<file path="src/rtl/mux_2x1.sv">
// mux_2x1: word-wide 2:1 selector with optional output register for the datapath
module mux_2x1 #(
  parameter int               WIDTH      = 32,
  parameter bit               REGISTERED = 1'b1,
  parameter logic [WIDTH-1:0] RST_VAL    = '0
) (
  input  logic             clk,
  input  logic             rst,
  input  logic             en,
  input  logic [WIDTH-1:0] a,
  input  logic [WIDTH-1:0] b,
  input  logic             sel,
  output logic [WIDTH-1:0] o,
  output logic             o_valid,
  output logic             sel_q
);
  logic [WIDTH-1:0] w_mux;
  assign w_mux = sel ? b : a;
  generate
    if (REGISTERED) begin : g_reg
      logic [WIDTH-1:0] r_o;
      logic             r_valid;
      logic             r_sel;
      always_ff @(posedge clk) begin
        if (rst) begin
          r_o     <= RST_VAL;
          r_valid <= 1'b0;
          r_sel   <= 1'b0;
        end else if (en) begin
          r_o     <= w_mux;
          r_valid <= 1'b1;
          r_sel   <= sel;
        end
      end
      assign o       = r_o;
      assign o_valid = r_valid;
      assign sel_q   = r_sel;
    end else begin : g_comb
      assign o       = w_mux;
      assign o_valid = 1'b1;
      assign sel_q   = sel;
    end
  endgenerate
  // an unknown select on a capturing edge is a datapath control bug upstream
  a_sel_known: assert property (@(posedge clk) (en && !rst) |-> !$isunknown(sel))
    else $error("mux_2x1: sel is X/Z on an enabled edge");
endmodule

</file>
<file path="config.mk">
export PLATFORM = sky130hd
export DESIGN_NAME = mux_2x1
export DESIGN_NICKNAME = d
export VERILOG_FILES = /design/src/rtl/mux_2x1.sv
export SDC_FILE = /design/constraint.sdc
export NUM_CORES = 1
export LEC_CHECK = 0
export ABC_AREA = 1
export CORE_MARGIN = 2
export CORE_UTILIZATION = 34
export DETAILED_ROUTE_END_ITERATION = 10
export HOLD_SLACK_MARGIN = 0.12
export PLACE_DENSITY = 0.77
export SYNTH_ARGS = -nofsm -noshare
export SYNTH_HDL_FRONTEND = slang
export SYNTH_SLANG_ARGS = --single-unit
export TNS_END_PERCENT = 10
</file>
<file path="constraint.sdc">
create_clock -name clk -period 1.3 [get_ports clk]
set_clock_uncertainty 0.2 [all_clocks]
set_input_delay 0.26 -clock clk [delete_from_list [all_inputs] [get_ports clk]]
set_output_delay 0.26 -clock clk [all_outputs]
set_load 0.1 [all_outputs]
</file>
==> qor.txt <==
=======================================================================================
Run status                                                                 complete, no violations
Sinks on Clock Net                                                                   34
Slowest CP cell                                                            sky130_fd_sc_hd__dfxtp_2
Critical path fanouts, max                                                            2
WHS Path Cells                                                                        5
Worst reg2reg path endpoint                                                o[8]$_SDFFE_PP0P_
Fin crit share                                                                   98.24%
Ys async rst share                                                                   0%
Initial core utilization                                                         35.63%
Final hold violations                                                                 0
Overall die height                                                             74.82 um
Final Slew Violations                                                                 0
Post-Synthesis Net Count                                                            349
Post-Route WL                                                                  4.957 mm
Count of synthesis-stage warnings from yosys                                          0
WP data arrival                                                                  820 ps
Wire length per cell after detailed routing                                    11.14 um
Cell leakage power                                                          0.001612 uW
Most instantiated library cell after synthesis                             sky130_fd_sc_hd__nand2_1
Number of global-route vias before repair                                          1809
Global-route usage over all layers                                               18.73%
Cell-by-cell trace of the critical path                                          buf_12
Critical path start-end classification                                     flop to output pin
Synth top area cells                                                       sky130_fd_sc_hd__dfxtp_1 40%, sky130_fd_sc_hd__nand2_1 21%, sky130_fd_sc_hd__nor2_1 15%
Hold buffers post-CTS                                                                 0
Number of violations reported at the end of detailed-routing iteration 0            110
Largest delay contributor family on the critical path                        flip-flops
Maximum number of pins on one net before global-route repair                         42
CP Capture Type                                                              output pin
Remaining antenna violation count                                                     0
Count of mapped cells out of synthesis                                              281
Number of buffer and inverter instances along the worst setup path                    1
IO Port Bufs                                                                        101
Sum of internal, switching and leakage power                                    3402 uW
Stage delay of the slowest cell on the critical path                             360 ps
Dominant synthesized flop cell                                             sky130_fd_sc_hd__dfxtp_1
Most common library cells after synthesis                                  96 x sky130_fd_sc_hd__nand2_1, 66 x sky130_fd_sc_hd__nor2_1, 34 x sky130_fd_sc_hd__dfxtp_1
Top Ports                                                                           102
Number of detailed-routing iterations run before antenna repair                       5
Worst hold path endpoint                                                   o[14]$_SDFFE_PP0P_
Power Density                                                               1044 nW/um2
Clock slew at reported path FFs                                                   70 ps
Flops & latches, synth                                                               34
Final-stage net count                                                               445
Worst Max-Slew Pin Slew                                                        328.4 ps
Number of buffers between clock root and the deepest sink                             2
Highest attainable clock frequency                                            783.0 MHz
Reg2Reg Launch Point                                                       o[8]$_SDFFE_PP0P_
Fraction of final layout cells with drive strength greater than 1                21.96%
Final hold slack                                                               262.7 ps
Floorplan die area                                                             5598 um2
Signed area change from the synthesized netlist to the final layout              91.05%
Synthesized area per cell                                                     6.069 um2
Die width                                                                      74.82 um
Wire length of the first global-routing pass                                   8.114 mm
Clock latency on the worst-skew pair                                             270 ps
Largest voltage drop on the vdd net                                            578.4 uV
Max H-tree Level                                                                      2
RSZ-0062 raised after global routing                                                yes
Number of flops mapped to enable cells by yosys                                       0
Setup-violating endpoint count in the final report                                    0
Required time of the critical path                                               840 ps
Maximum Capacitance Violations                                                        0
Cell chosen for the clock root                                             sky130_fd_sc_hd__clkbuf_8
# DRC                                                                                 0
Path class of the lowest-slack min-delay path                              input pin to flop
Sort of element at the start of the critical path                                  flop
Number of antenna violations at the first check in global routing                     0
Tmin final                                                                      1277 ps
Post-synth top area share                                                        39.91%
Count of buffers added by post-CTS timing repair for setup                            0
Remaining global-route overflow                                                       0
Clock tree from TritonCTS                                                           yes
Final GP Congestion                                                              0.7544
Slack of the worst reg-to-reg path                                               420 ps
Sequential area share after synthesis                                            39.91%
Placeable Area                                                                 4786 um2
Cell accounting for the most synthesized area                              sky130_fd_sc_hd__dfxtp_1
Antenna diodes                                                                        0
Number of distinct library cells after synthesis                                     12
Critical hold path startpoint                                                        en
Total CTS buffers                                                                     5
Number of cells on the worst reg-to-reg path                                          4
Relative max-transition margin                                                   78.11%
Detailed-route via count                                                           1926
Detailed-route vias per instance                                                  4.328
Synth Cell Area                                                                1705 um2
Half-perimeter wire length after detailed placement                            3.541 mm
Number of core rows                                                                  25
=======================================================================================
registers in the layout, indices dropped and copies added (netlist names):
signal   count
o_valid      1
sel_q        1
o           32
cell families (layout without fill, tap and decap cells):
family | after synthesis | after routing | synth area share, %
and+or+nand+nor | 194 | 194 | 45.05
buffers and inverters | 51 | 148 | 14.31
DFF | 34 | 34 | 39.91
AOI/OAI and AO/OA | 2 | 2 | 0.7336
stage by stage:
step / setup TNS, ps / std cells / instance area (um2) / util, % / setup WS [ps]
after floorplan: -6433 / 281 / 1713 / - / -147.8
after global placement: -11580 / 437 / 3131 / 65.41 / -366.3
after detailed placement: -12980 / 437 / 3131 / 65.41 / -434.2
after CTS: 0 / 445 / 3258 / 68.08 / 13.04
after global routing: -55.77 / 445 / 3258 / 68.08 / -7.244
final: 0 / 445 / 3258 / 68.08 / 22.90
power by group:
part	leakage, uW	total (uW)	internal [uW]	switching (uW)
Combinational	0.00127	1390	583	803
Sequential	0.000293	1220	1140	79.4
Clock	0.0000482	801	427	373
Total	0.00161	3400	2150	1260
cell usage in the layout (no fill, tap or decap):
master / synthesis / layout
sky130_fd_sc_hd__inv_1: 32 / 32
sky130_fd_sc_hd__nand2_1: 96 / 96
sky130_fd_sc_hd__buf_2: 9 / 1
sky130_fd_sc_hd__dlygate4sd2_1: 0 / 1
sky130_fd_sc_hd__clkbuf_1: 1 / 1
sky130_fd_sc_hd__nor2_1: 66 / 66
sky130_fd_sc_hd__nand3_1: 32 / 32
sky130_fd_sc_hd__o21bai_1: 1 / 1
sky130_fd_sc_hd__clkdlybuf4s50_1: 0 / 65
sky130_fd_sc_hd__buf_12: 0 / 39
sky130_fd_sc_hd__a21oi_1: 1 / 1
sky130_fd_sc_hd__inv_4: 0 / 1
sky130_fd_sc_hd__buf_4: 5 / 1
sky130_fd_sc_hd__clkbuf_8: 0 / 6
sky130_fd_sc_hd__dfxtp_2: 0 / 34
sky130_fd_sc_hd__clkinv_2: 0 / 1
worst max path at each step:
stage,depth (start not counted),slack [ps],startpoint,to
after detailed placement,6,-430,sel,o[4]$_SDFFE_PP0P_
after global routing,1,-7,o[27]$_SDFFE_PP0P_,o[27]
after floorplan,4,-150,o[14]$_SDFFE_PP0P_,o[14]$_SDFFE_PP0P_
final,1,20,o[10]$_SDFFE_PP0P_,o[10]
after CTS,1,10,o[10]$_SDFFE_PP0P_,o[10]
after global placement,6,-370,sel,o[21]$_SDFFE_PP0P_
final cells by class:
cell class / instances / area, um2
Multi-Input combinational cell: 196 / 780.7
Inverter: 33 / 126.4
Sequential cell: 34 / 723.2
Timing Repair Buffer: 107 / 1453
Fill cell: 400 / 1528
Tap cell: 67 / 83.83
Clock buffer: 7 / 86.33
Clock inverter: 1 / 5.005
metal layers:
metal / GRT usage [%] / wire length, um / vias up
met5: 0 / 0 / -
met1: 22.83 / 2082 / 835
met3: 7.497 / 400 / 4
met2: 31.48 / 2440 / 64
li1: - / - / 1023
met4: 3.571 / 34 / 0
timing repair:
action	4_1_cts	5_1_grt
cloned	0	0
resized for setup	30	0
endpoints found under the setup margin	61	14
No activity file was read; power rests on OpenSTA's default activity.
